<file path="config.mk">
export PLATFORM = sky130hd
export DESIGN_NAME = fetch_stage_flat
export DESIGN_NICKNAME = d
export VERILOG_FILES = /design/src/rtl/riscv_pkg.sv /design/src/rtl/fetch_stage_if.sv /design/src/rtl/fetch_skid_buf.sv /design/src/rtl/fetch_stage.sv /design/src/flat_wrapper.sv
export SDC_FILE = /design/constraint.sdc
export NUM_CORES = 1
export LEC_CHECK = 0
export CORE_MARGIN = 5
export CORE_UTILIZATION = 40
export CTS_CLUSTER_DIAMETER = 150
export CTS_CLUSTER_SIZE = 10
export DETAILED_ROUTE_END_ITERATION = 8
export DONT_BUFFER_PORTS = 1
export GPL_TIMING_DRIVEN = 0
export SLEW_MARGIN = 10
export SYNTH_ARGS = -nofsm -noshare
export SYNTH_HDL_FRONTEND = slang
export SYNTH_SLANG_ARGS = --single-unit
</file>
<file path="constraint.sdc">
create_clock -name clk -period 3.2 [get_ports clk]
set_input_delay 0.64 -clock clk [delete_from_list [all_inputs] [get_ports clk]]
set_output_delay 0.64 -clock clk [all_outputs]
set_load 0.005 [all_outputs]
</file>
<file path="src/rtl/riscv_pkg.sv">
// Shared fetch-stage types and constants for the RV64 pipeline front end.
package riscv_pkg;

  // FETCH: may issue a request; WAIT: request outstanding, result wanted;
  // DROP: request outstanding, result belongs to a flushed path.
  typedef enum logic [1:0] {
    FETCH = 2'd0,
    WAIT  = 2'd1,
    DROP  = 2'd2
  } fetch_state_e;

  localparam logic [31:0] NOP_INST   = 32'h00000013;
  localparam int          INST_BYTES = 4;

endpackage

</file>
<file path="src/rtl/fetch_stage_if.sv">
// Instruction-memory request/response bus between the fetch stage (master)
// and instruction memory (slave).
interface fetch_stage_if
  import riscv_pkg::*;
#(
  parameter int unsigned XLEN = 64
);

  logic                      imem_req_valid;
  logic                      imem_req_ready;
  logic [XLEN-1:0]           imem_addr;
  logic                      imem_rsp_valid;
  logic                      imem_rsp_ready;
  logic [INST_BYTES*8-1:0]   imem_rsp_data;

  modport master (
    output imem_req_valid,
    output imem_addr,
    output imem_rsp_ready,
    input  imem_req_ready,
    input  imem_rsp_valid,
    input  imem_rsp_data
  );

  modport slave (
    input  imem_req_valid,
    input  imem_addr,
    input  imem_rsp_ready,
    output imem_req_ready,
    output imem_rsp_valid,
    output imem_rsp_data
  );

endinterface

</file>
<file path="src/rtl/fetch_skid_buf.sv">
// One-entry skid register holding an instruction and its PC while decode
// is stalled. Clear has priority, then push, then pop.
module fetch_skid_buf
  import riscv_pkg::*;
#(
  parameter int unsigned XLEN = 64
) (
  input  logic                    clk,
  input  logic                    reset,
  input  logic                    push,
  input  logic                    pop,
  input  logic                    clear,
  input  logic [INST_BYTES*8-1:0] in_inst,
  input  logic [XLEN-1:0]         in_pc,
  output logic                    valid,
  output logic [INST_BYTES*8-1:0] out_inst,
  output logic [XLEN-1:0]         out_pc
);

  // Entry register: a flush empties it, a push fills it, a pop empties it.
  always_ff @(posedge clk or negedge reset) begin
    if (!reset) begin
      valid    <= 1'b0;
      out_inst <= '0;
      out_pc   <= '0;
    end else if (clear) begin
      valid <= 1'b0;
    end else if (push) begin
      valid    <= 1'b1;
      out_inst <= in_inst;
      out_pc   <= in_pc;
    end else if (pop) begin
      valid <= 1'b0;
    end
  end

endmodule

</file>
<file path="src/rtl/fetch_stage.sv">
// Instruction-fetch front end: owns the PC, issues one instruction-memory
// request at a time and drives the IF/ID register for decode.
// Optional build macro FETCH_SKID_EN adds a one-entry skid buffer so a
// response can be accepted while decode is stalled.
module fetch_stage
  import riscv_pkg::*;
#(
  parameter int unsigned     XLEN     = 64,
  parameter logic [XLEN-1:0] RESET_PC = '0,
  parameter logic [31:0]     NOP_INST = riscv_pkg::NOP_INST
) (
  input  logic              clk,
  input  logic              reset,
  input  logic              id_stall,
  input  logic              redirect_valid,
  input  logic [XLEN-1:0]   redirect_pc,
  fetch_stage_if.master     imem,
  output logic              if_id_valid,
  output logic [31:0]       if_id_inst,
  output logic [XLEN-1:0]   if_id_pc,
  output logic              fetch_misalign
);

  fetch_state_e    state;
  fetch_state_e    state_next;
  logic [XLEN-1:0] pc;
  logic [XLEN-1:0] issue_pc;
  logic [XLEN-1:0] redirect_aligned;
  logic            blocked;
  logic            req_hs;
  logic            rsp_hs;
  logic            rsp_load;
  logic            can_issue;
  logic            wait_rsp_ready;

  assign blocked          = if_id_valid && id_stall;
  assign redirect_aligned = {redirect_pc[XLEN-1:2], 2'b00};
  assign req_hs           = imem.imem_req_valid && imem.imem_req_ready;
  assign rsp_hs           = imem.imem_rsp_valid && imem.imem_rsp_ready;
  assign rsp_load         = (state == WAIT) && rsp_hs && !redirect_valid;

`ifdef FETCH_SKID_EN
  logic            skid_valid;
  logic [31:0]     skid_inst;
  logic [XLEN-1:0] skid_pc;
  logic            skid_push;
  logic            skid_pop;

  assign skid_push      = rsp_load && blocked;
  assign skid_pop       = skid_valid && !blocked && !redirect_valid;
  assign can_issue      = !blocked || !skid_valid;
  assign wait_rsp_ready = !skid_valid;

  fetch_skid_buf #(.XLEN(XLEN)) u_skid (
    .clk      (clk),
    .reset    (reset),
    .push     (skid_push),
    .pop      (skid_pop),
    .clear    (redirect_valid),
    .in_inst  (imem.imem_rsp_data),
    .in_pc    (issue_pc),
    .valid    (skid_valid),
    .out_inst (skid_inst),
    .out_pc   (skid_pc)
  );
`else
  assign can_issue      = !blocked;
  assign wait_rsp_ready = !blocked;
`endif

  // State register.
  always_ff @(posedge clk or negedge reset) begin
    if (!reset) state <= FETCH;
    else        state <= state_next;
  end

  // Next state; a response accepted in the same cycle as a redirect has
  // already retired the outstanding request, so there is nothing left to drop.
  always_comb begin
    state_next = state;
    case (state)
      FETCH: if (!redirect_valid && req_hs) state_next = WAIT;
      WAIT: begin
        if (redirect_valid) state_next = rsp_hs ? FETCH : DROP;
        else if (rsp_hs)    state_next = FETCH;
      end
      DROP:    if (rsp_hs) state_next = FETCH;
      default: state_next = FETCH;
    endcase
  end

  // Memory handshake outputs; responses are refused while in FETCH.
  always_comb begin
    imem.imem_req_valid = 1'b0;
    imem.imem_rsp_ready = 1'b0;
    imem.imem_addr      = pc;
    case (state)
      FETCH:   imem.imem_req_valid = !redirect_valid && can_issue;
      WAIT:    imem.imem_rsp_ready = wait_rsp_ready;
      DROP:    imem.imem_rsp_ready = 1'b1;
      default: imem.imem_req_valid = 1'b0;
    endcase
  end

  // PC update: redirect wins, otherwise advance on an accepted request.
  always_ff @(posedge clk or negedge reset) begin
    if (!reset) begin
      pc       <= RESET_PC;
      issue_pc <= RESET_PC;
    end else if (redirect_valid) begin
      pc <= redirect_aligned;
    end else if (req_hs) begin
      issue_pc <= pc;
      pc       <= pc + XLEN'(INST_BYTES);
    end
  end

  // Misaligned-target pulse, one cycle after the offending redirect.
  always_ff @(posedge clk or negedge reset) begin
    if (!reset) fetch_misalign <= 1'b0;
    else        fetch_misalign <= redirect_valid && (redirect_pc[1:0] != 2'b00);
  end

  // IF/ID register: flush, hold while stalled, else load or insert a bubble.
  always_ff @(posedge clk or negedge reset) begin
    if (!reset) begin
      if_id_valid <= 1'b0;
      if_id_inst  <= NOP_INST;
      if_id_pc    <= '0;
    end else if (redirect_valid) begin
      if_id_valid <= 1'b0;
      if_id_inst  <= NOP_INST;
    end else if (!blocked) begin
`ifdef FETCH_SKID_EN
      if (skid_valid) begin
        if_id_valid <= 1'b1;
        if_id_inst  <= skid_inst;
        if_id_pc    <= skid_pc;
      end else if (rsp_load) begin
        if_id_valid <= 1'b1;
        if_id_inst  <= imem.imem_rsp_data;
        if_id_pc    <= issue_pc;
      end else begin
        if_id_valid <= 1'b0;
        if_id_inst  <= NOP_INST;
      end
`else
      if (rsp_load) begin
        if_id_valid <= 1'b1;
        if_id_inst  <= imem.imem_rsp_data;
        if_id_pc    <= issue_pc;
      end else begin
        if_id_valid <= 1'b0;
        if_id_inst  <= NOP_INST;
      end
`endif
    end
  end

endmodule

</file>
<file path="src/flat_wrapper.sv">
// flat-port wrapper written by rule: the top's interface ports become plain ports
module fetch_stage_flat import riscv_pkg::*;
#(
  parameter int unsigned     XLEN     = 64,
  parameter logic [XLEN-1:0] RESET_PC = '0,
  parameter logic [31:0]     NOP_INST = riscv_pkg::NOP_INST
)
  (clk, reset, id_stall, redirect_valid, redirect_pc, if_id_valid, if_id_inst, if_id_pc, fetch_misalign, imem_imem_req_valid, imem_imem_addr, imem_imem_rsp_ready, imem_imem_req_ready, imem_imem_rsp_valid, imem_imem_rsp_data);
  fetch_stage_if #(.XLEN(XLEN)) imem_i ();
  input  logic clk;
  input  logic reset;
  input  logic id_stall;
  input  logic redirect_valid;
  input  logic [XLEN-1:0] redirect_pc;
  output logic if_id_valid;
  output logic [31:0] if_id_inst;
  output logic [XLEN-1:0] if_id_pc;
  output logic fetch_misalign;
  output wire logic [$bits(imem_i.imem_req_valid)-1:0] imem_imem_req_valid;
  output wire logic [$bits(imem_i.imem_addr)-1:0] imem_imem_addr;
  output wire logic [$bits(imem_i.imem_rsp_ready)-1:0] imem_imem_rsp_ready;
  input wire logic [$bits(imem_i.imem_req_ready)-1:0] imem_imem_req_ready;
  input wire logic [$bits(imem_i.imem_rsp_valid)-1:0] imem_imem_rsp_valid;
  input wire logic [$bits(imem_i.imem_rsp_data)-1:0] imem_imem_rsp_data;
  assign imem_imem_req_valid = imem_i.imem_req_valid;
  assign imem_imem_addr = imem_i.imem_addr;
  assign imem_imem_rsp_ready = imem_i.imem_rsp_ready;
  assign imem_i.imem_req_ready = imem_imem_req_ready;
  assign imem_i.imem_rsp_valid = imem_imem_rsp_valid;
  assign imem_i.imem_rsp_data = imem_imem_rsp_data;
  fetch_stage #(.XLEN(XLEN), .RESET_PC(RESET_PC), .NOP_INST(NOP_INST)) u_core (.clk(clk), .reset(reset), .id_stall(id_stall), .redirect_valid(redirect_valid), .redirect_pc(redirect_pc), .imem(imem_i), .if_id_valid(if_id_valid), .if_id_inst(if_id_inst), .if_id_pc(if_id_pc), .fetch_misalign(fetch_misalign));
endmodule
</file>
# ---- Word-level counts from Yosys, hierarchy flattened
# Cells that the tools add are included.
dict set report classes {
  n_addsub 1
  eq_ne 4
  mux 15
  n_bitwise 2
  n_reduce_logical 15
}
# op count
set op_table {}
lappend op_table {{2-to-1 mux 64 bit} 2}
lappend op_table {{2-to-1 mux 32 bit} 3}
lappend op_table {{adder 64 x 3 -> 64 bit, second input constant} 1}
lappend op_table {{logical AND 1 bit} 8}
lappend op_table {{2-to-1 mux 2 bit} 4}
lappend op_table {{case mux 2 bit (3 select lines)} 1}
lappend op_table {{2-to-1 mux 1 bit} 4}
lappend op_table {{nonzero test 2 bit} 2}
lappend op_table {{AND reduction 3 bit} 1}
lappend op_table {{== test 2 x 1 -> 1 bit, second input constant} 1}
lappend op_table {{== test 2 bit, second input constant} 1}
lappend op_table {{logical NOT 1 bit} 2}
lappend op_table {{logical NOT 2 bit} 1}
lappend op_table {{inequality test 2 x 1 -> 1 bit, second input constant} 1}
lappend op_table {{inequality test 2 bit, second input constant} 1}
lappend op_table {{inverter 1 bit} 2}
lappend op_table {{case mux 1 bit (2 select lines)} 1}
lappend op_table {{AND reduction 2 bit} 1}
dict set report word_totals {
  reg_bits 228
  in_bits 102
  out_inout_bits 164
  word_cells 44
}

# ---- Longest topological paths before layout
# Gate-level depths: netlist (run 1).
dict set report depth {
  depth_word 9
  mapped_depth 10
  ltp_nobuf 7
}

# ---- Worst setup path after synthesis (run 1)
# No wires, ideal clock.
dict set report synth_timing {
  kind {register -> register}
  from {reg u_core.state[1]}
  to {reg u_core.pc[55], in the netlist u_core.imem.imem_addr[55]}
  setup_ps 79
  arrival_time_ps 2220
  setup_slack_ps 901
  stages_incl_launch_ff 10
  path_buffers 3
  synth_period_minus_slack_ps 2299
  cell_sequence {dfrtp_1 -> inv_1 -> ha_1 -> a21bo_2 -> buf_2 -> or3_1 -> buf_2 -> buf_2 -> nor4b_1 -> mux2i_1}
}
dict set report synth_between {
  elab_chain_len 4
}
# item line
set synth_rtl {}
lappend synth_rtl {{from (decl)} fetch_stage.sv:24} ;# fetch_state_e state;
lappend synth_rtl {{from (signal assigned)} fetch_stage.sv:74} ;# else state <= state_next;
lappend synth_rtl {{logical NOT 2 bit} fetch_stage.sv:97} ;# case (state)
lappend synth_rtl {{2-to-1 mux 1 bit} fetch_stage.sv:97}
lappend synth_rtl {{logical AND 1 bit} fetch_stage.sv:38} ;# assign req_hs = imem.imem_req_valid && imem.imem_req_ready;
lappend synth_rtl {{nonzero test 2 bit (no line)} -}
lappend synth_rtl {{to (signal assigned)} fetch_stage.sv:111} ;# pc <= redirect_aligned;
lappend synth_rtl {{to (signal assigned)} fetch_stage.sv:114} ;# pc <= pc + XLEN'(INST_BYTES);
lappend synth_rtl {{to (decl)} fetch_stage.sv:26} ;# logic [XLEN-1:0] pc;
# Every way passes these cells.
# A chain may end at the register's enable or synchronous reset.

# ---- Worst setup path after layout (run 1)
dict set report layout_timing {
  from {reg u_core.state[1]}
  to {reg u_core.pc[10], in the netlist u_core.imem.imem_addr[10]}
}
# Same word-level chain as after synthesis.

==> run_results.csv, run 1 <==
group,metric,value,unit
run_status,run_status,"finished, violations left",
run_status,violations,"negative hold slack",
placement,dpl.hpwl,23.5,mm
clocking,cts_tree,"built",
yosys,synth-seq-cells,222,
detailed_routing,drc,0,
clocking,cts.htree.levels,1,
worst_setup_path,r2r_slack,0.25,ns
sta,skew,0.0142,ns
yosys,yosysWarnings,0,
sta,holdWs,-0.177,ns
floorplanning,die_x,168,um
clocking,clockRootBuffer,"clkbuf_16",
sta,min_period,2.95,ns
yosys,syn_area_per_cell,9.13,sq um
detailed_routing,drtAntennaViolNets,0,
worst_setup_path,r2r_start,"u_core.state[1]$_DFFE_PN0P_",
detailed_routing,first_iter_violations,704,
clocking,post_cts_buffers,0,
worst_setup_path,cp_data_required_time,3.57,ns
yosys,synthCells,1091,
clocking,cts.sinks,222,
sta,setup_viol,0,
worst_setup_path,worstPathArrival,3.32,ns
grt,grt.total_usage,0.227,
floorplanning,die_area,28200,sq um
power_and_ir_drop,p_leak,5.15,nW
floorplanning,start_util,0.408,
worst_setup_path,worstSetupStartpoint,"u_core.state[1]$_DFFE_PN0P_",
worst_setup_path,crit_type,"register to register",
floorplanning,die_height,168,um
sta,period_share,0.923,
worst_setup_path,crit_fanout,10,
final_layout,finalNetCount,1229,
power_and_ir_drop,p_per_area,750,nW/um^2
sta,max_slew_margin,0.363,
yosys,synthArstFlopShare,1.00,
sta,fmax,0.339,GHz
clocking,cts-buffers-inserted,26,
yosys,synth_top_family_by_area,"simple AND/OR/NAND/NOR gates",
yosys,synth_compound_area_frac,0.101,
grt,grt_overflow,0,
worst_setup_path,r2r_cells,9,
power_and_ir_drop,worst_ir_drop_vdd,0.331,mV
sta,worstMarginPinSlew,0.956,ns
grt,antenna_found_initial,3,
yosys,ys.flop_type,"dfrtp_1",
sta,slew_viol_final,0,
floorplanning,core_area,24400,sq um
detailed_routing,post_drt_wl_per_cell,22.5,um
placement,gp_congestion,0.854,
worst_setup_path,worst_setup_path_end_kind,"register",
final_layout,design_area,11100,sq um
worst_setup_path,r2r-end,"u_core.imem.imem_addr[10]$_DFFE_PN0N_",
detailed_routing,first_pass_iters,7,
worst_hold_path,min_path_type,"input port to asynchronous set/reset pin",
yosys,yosys.area_share.xor_xnor,0.0158,
grt,grt_pass1_vias,8095,
grt,grt_pass1_wl,50.4,mm
clocking,clk_latency,0.53,ns
final_layout,drive_gt1_frac,0.0548,
placement,place_area,10400,sq um
final_layout,final_core_util,0.456,
yosys,yosysSeqAreaShare,0.558,
clocking,clockBufferDepth,3,
sta,hold_viol_final,219,
yosys,synth_edf_count,0,
floorplanning,io_pins,266,
clocking,cts.clk_slew.worst_paths,0.06,ns
yosys,synthSimpleGateAreaFrac,0.281,
detailed_routing,wl,32.8,mm
yosys,netlist_area,9960,sq um
worst_setup_path,worst_setup_path_start_kind,"register",
yosys,synth-adder-area-share,0.00628,
yosys,synth_cell_types,58,
detailed_routing,via_per_inst,5.66,
sta,rsz0062_at_grt,"no",
final_layout,final.fill_count,2431,
floorplanning,placementRows,57,
flow_run,drv_cap,0,
final_layout,area_growth,11.6,%
placement,portBuffers,0,
yosys,synth.mux.area_fraction,0.00628,
grt,grt_max_degree,223,
detailed_routing,vias,8239,
==> registers in the layout, indices dropped and copies added (netlist names) <==
register               cells
u_core.imem.imem_addr     62
u_core.if_id_inst         32
u_core.if_id_pc           62
u_core.fetch_misalign      1
u_core.issue_pc           62
u_core.if_id_valid         1
u_core.state               2
==> power by group <==
| group | internal, W | leakage [nW] | switching, W |
|---|---|---|---|
| Combinational | 0.000517 | 1.97 | 0.000947 |
| Sequential | 0.00356 | 2.83 | 0.000658 |
| Clock | 0.00152 | 0.348 | 0.00113 |
==> kinds of logic after synthesis <==
kind of cell               count (synthesis)
buffers and inverters                     76
DFF                                      222
other                                      1
xor gates and xnor gates                  18
muxes                                      6
and+or+nand+nor                          626
adders and majority gates                  5
AOI/OAI and AO/OA                        137
==> worst max path at each step <==
stage,depth (start not counted),to,slack [ns]
after floorplan,9,u_core.imem.imem_addr[55]$_DFFE_PN0N_,0.90
after global placement,8,u_core.state[1]$_DFFE_PN0P_,-0.05
after detailed placement,8,u_core.state[1]$_DFFE_PN0P_,-0.10
after CTS,4,imem_imem_req_valid,0.07
after global routing,9,u_core.imem.imem_addr[10]$_DFFE_PN0N_,0.07
final,9,u_core.imem.imem_addr[10]$_DFFE_PN0N_,0.25
==> layer usage <==
| metal | GRT usage | vias to the layer above | share of wire |
|---|---|---|---|
| li1 | - | 3822 | - |
| met4 | 0.0596 | 4 | 0.024 |
| met3 | 0.0708 | 56 | 0.10 |
| met5 | 0 | - | 0.0010 |
| met2 | 0.364 | 321 | 0.47 |
| met1 | 0.299 | 4036 | 0.41 |
==> metrics by stage <==
step | worst slack (ns) | instances | power (W) | setup TNS [ns] | hold slack (ns)
floorplan | 0.901 | 1094 | 0.00512 | 0 | 0.344
global placement | -0.0482 | 1418 | 0.00567 | -0.436 | 0.356
detailed placement | -0.102 | 1418 | 0.00573 | -0.903 | 0.357
CTS | 0.0669 | 1455 | 0.00841 | 0 | -0.198
global route | 0.0732 | 1456 | 0.00885 | 0 | -0.195
finish | 0.248 | 1456 | 0.00834 | 0 | -0.177
==> synthesized netlist by cell type, types with 13 or more instances <==
master	instances	area share
a22o_1	30	0.026
a31oi_1	14	0.0088
clkbuf_1	52	0.020
dfrtp_1	219	0.55
nand2_1	427	0.16
nand3_1	53	0.027
nand4_1	32	0.020
nor2_1	32	0.012
nor3_1	17	0.0085
o211ai_1	13	0.0098
o21ai_0	30	0.015
or4_1	19	0.014
xor2_1	15	0.013
==> worst max-delay path, stage by stage (launching register included) <==
cell	delay (ns)
dfrtp_1	0.41
inv_1	0.10
ha_1	0.25
a21bo_2	0.21
buf_2	0.29
or3_1	0.15
buf_2	0.24
buf_2	0.30
clkbuf_1	0.60
o311ai_0	0.24
==> cell type report <==
type                    count  area (sq um)  area share
multi-input cells         796          4120       0.370
clock inverters             1          8.76    0.000788
diodes                      1          2.50    0.000225
plain buffers              65           273      0.0245
clock buffers              36           709      0.0638
inverters                  11          41.3     0.00371
well taps                 324           405      0.0365
flip-flops and latches    222          5560       0.500
==> what timing repair did <==
action,4_1_cts,5_1_grt
gates cloned,0,0
endpoints found under the setup margin,27,43
gates resized for setup,1,9
hold endpoints to repair,222,219
==> cell usage in the layout (no fill, tap or decap), types with 3 or more instances in the layout <==
| cell type | netlist | routed |
|---|---|---|
| clkbuf_16 | 0 | 27 |
| o31ai_1 | 9 | 9 |
| nand4_1 | 32 | 32 |
| buf_4 | 4 | 4 |
| nor4_1 | 8 | 8 |
| and4_1 | 5 | 5 |
| nor2_1 | 32 | 30 |
| a31oi_1 | 14 | 14 |
| xnor2_1 | 3 | 3 |
| o21ai_0 | 30 | 30 |
| a221o_1 | 3 | 3 |
| and3_1 | 6 | 6 |
| or4_1 | 19 | 19 |
| and2_1 | 3 | 3 |
| xor2_1 | 15 | 15 |
| o22a_1 | 3 | 3 |
| clkbuf_1 | 52 | 57 |
| o211ai_1 | 13 | 13 |
| o311ai_0 | 11 | 11 |
| or3_1 | 9 | 9 |
| buf_2 | 5 | 5 |
| clkbuf_2 | 2 | 6 |
| inv_1 | 10 | 10 |
| a21oi_1 | 4 | 4 |
| nand2_1 | 427 | 427 |
| a22o_1 | 30 | 30 |
| dfrtp_1 | 219 | 219 |
| nand3_1 | 53 | 53 |
| nor3_1 | 17 | 17 |
| mux2i_1 | 4 | 4 |
| dfstp_2 | 3 | 3 |
| conb_1 | 1 | 4 |
| a21boi_0 | 3 | 3 |
| ha_1 | 5 | 5 |
No activity file was read; power rests on OpenSTA's default activity.
==> run 2, diff against run 1 <==
--- a/config.mk
+++ b/config.mk
@@ -5,6 +5,7 @@
 export SDC_FILE = /design/constraint.sdc
 export NUM_CORES = 1
 export LEC_CHECK = 0
+export CAP_MARGIN = 20
 export CORE_MARGIN = 5
 export CORE_UTILIZATION = 40
 export CTS_CLUSTER_DIAMETER = 150
==> results of run 2 <==
Same layout as run 1: the final DEF is identical, and so are final timing and power.
==> run 3, diff against run 2 <==
--- a/config.mk
+++ b/config.mk
@@ -8,7 +8,6 @@
 export CAP_MARGIN = 20
 export CORE_MARGIN = 5
 export CORE_UTILIZATION = 40
-export CTS_CLUSTER_DIAMETER = 150
 export CTS_CLUSTER_SIZE = 10
 export DETAILED_ROUTE_END_ITERATION = 8
 export DONT_BUFFER_PORTS = 1
==> run 3 against run 2 <==
Against the previous run:
- the flow still finishes with violations (negative hold slack)
- sequential power about the same
- combinational power about the same
- register-to-register slack hardly changed
- largest power group unchanged
- design area up 0.27%
- die area did not move
- flip-flop and latch count is the same
- largest cell class unchanged
- clock power is 2% higher
==> run_results.csv, run 3 (same netlist as run 1, synthesis figures left out) <==
group,metric,value,unit
run_status,run_status,"finished, violations left",
run_status,violations,"negative hold slack",
final_layout,drive_gt1_frac,0.0594,
grt,grt_pass1_wl,50.2,mm
final_layout,final.fill_count,2433,
clocking,clockBufferDepth,3,
clocking,post_cts_buffers,0,
final_layout,multiInputGateArea,4120,sq um
sta,worstMarginPinSlew,0.959,ns
power_and_ir_drop,p_per_area,752,nW/um^2
floorplanning,start_util,0.408,
sta,hold_viol_final,219,
worst_setup_path,r2r_start,"u_core.state[1]$_DFFE_PN0P_",
flow_run,drv_cap,0,
worst_setup_path,r2r-end,"u_core.imem.imem_addr[27]$_DFFE_PN0N_",
sta,min_period,2.94,ns
worst_setup_path,worstPathArrival,3.31,ns
floorplanning,core_area,24400,sq um
power_and_ir_drop,worst_ir_drop_vdd,0.356,mV
worst_setup_path,crit_type,"register to register",
detailed_routing,wl,32.5,mm
grt,grt_pass1_vias,8117,
worst_setup_path,cp_data_required_time,3.56,ns
final_layout,register_area,5560,sq um
grt,grt.total_usage,0.225,
worst_setup_path,crit_fanout,10,
final_layout,finalNetCount,1230,
floorplanning,placementRows,57,
placement,dpl_worst_slack,-0.102,ns
floorplanning,die_height,168,um
placement,portBuffers,0,
sta,rsz0062_at_grt,"no",
clocking,clk_latency,0.52,ns
power_and_ir_drop,p_leak,5.17,nW
grt,antenna_found_initial,3,
sta,fmax,0.340,GHz
detailed_routing,post_drt_wl_per_cell,22.4,um
detailed_routing,vias,8176,
worst_setup_path,worst_setup_path_start_kind,"register",
sta,max_slew_margin,0.361,
final_layout,area_growth,11.9,%
worst_setup_path,worst_setup_path_end_kind,"register",
sta,setup_viol,0,
grt,grt_overflow,0,
detailed_routing,via_per_inst,5.63,
sta,slew_viol_final,0,
worst_hold_path,min_path_type,"input port to asynchronous set/reset pin",
final_layout,final_cell_mix,"nand2_1, dfrtp_1, nand3_1",
worst_setup_path,r2r_slack,0.26,ns
placement,gp_congestion,0.854,
detailed_routing,drc,0,
detailed_routing,first_iter_violations,654,
placement,dp.cells,1418,
detailed_routing,first_pass_iters,8,
placement,dpl.hpwl,23.5,mm
clocking,cts_tree,"built",
final_layout,layout_commonest_cell,"nand2_1",
placement,place_area,10400,sq um
clocking,cts-buffers-inserted,27,
sta,period_share,0.920,
detailed_routing,drtAntennaViolNets,0,
clocking,cts.sinks,222,
floorplanning,io_pins,266,
final_layout,design_area,11100,sq um
clocking,cts.clk_slew.worst_paths,0.06,ns
grt,grt_max_degree,223,
worst_setup_path,r2r_cells,9,
floorplanning,die_x,168,um
final_layout,final_cells,1453,
clocking,clockRootBuffer,"clkbuf_16",
sta,holdWs,-0.175,ns
sta,skew,0.00935,ns
sta,layout_setup_ws,0.256,ns
final_layout,final_core_util,0.457,
floorplanning,die_area,28200,sq um
clocking,cts.htree.levels,1,
==> run 3: power breakdown <==
part	switching, W	internal (W)	leakage (nW)
Sequential	0.000656	0.00356	2.83
Clock	0.00112	0.00158	0.371
Combinational	0.000942	0.000517	1.97
==> run 3: area by class of cell <==
class | instances | share of cell area
Antenna cell | 1 | 0.000225
Buffer | 65 | 0.0245
Clock buffer | 32 | 0.0659
Clock inverter | 2 | 0.00123
Inverter | 11 | 0.00370
Multi-Input combinational cell | 796 | 0.369
Sequential cell | 222 | 0.499
Tap cell | 324 | 0.0364
==> run 3: worst max path at each step <==
| stage | slack, ns | to | from |
|---|---|---|---|
| floorplan | 0.90 | u_core.imem.imem_addr[55]$_DFFE_PN0N_ | u_core.state[1]$_DFFE_PN0P_ |
| global placement | -0.05 | u_core.state[1]$_DFFE_PN0P_ | u_core.state[1]$_DFFE_PN0P_ |
| detailed placement | -0.10 | u_core.state[1]$_DFFE_PN0P_ | u_core.state[1]$_DFFE_PN0P_ |
| CTS | 0.07 | imem_imem_req_valid | redirect_valid |
| global route | 0.06 | u_core.imem.imem_addr[10]$_DFFE_PN0N_ | u_core.state[1]$_DFFE_PN0P_ |
| finish | 0.26 | u_core.imem.imem_addr[27]$_DFFE_PN0N_ | u_core.state[1]$_DFFE_PN0P_ |
==> run 3: layer usage <==
layer | vias up | share of wire | GRT usage | wire, um
met4 | 4 | 0.024 | 0.0610 | 792
met3 | 70 | 0.10 | 0.0739 | 3280
li1 | 3817 | - | - | -
met1 | 3965 | 0.41 | 0.295 | 13200
met5 | - | 0.00080 | 0 | 26
met2 | 320 | 0.47 | 0.363 | 15200
==> run 3: worst max-delay path, cell delays in order, from the launching register on <==
cell      delay, ns
dfrtp_1        0.41
inv_1          0.10
ha_1           0.25
a21bo_2        0.21
buf_2          0.30
or3_1          0.15
buf_2          0.25
buf_2          0.30
clkbuf_1       0.56
o311ai_0       0.24
==> run 3: per-stage QoR <==
step / total power [W] / TNS [ns]
final: 0.00838 / 0
after global routing: 0.00890 / 0
after CTS: 0.00847 / 0
after detailed placement: 0.00573 / -0.903
after global placement: 0.00567 / -0.436
after floorplan: 0.00512 / 0
==> run 3: repair_timing <==
action,4_1_cts,5_1_grt
hold endpoints to repair,221,219
gates resized for setup,1,9
endpoints found under the setup margin,36,54
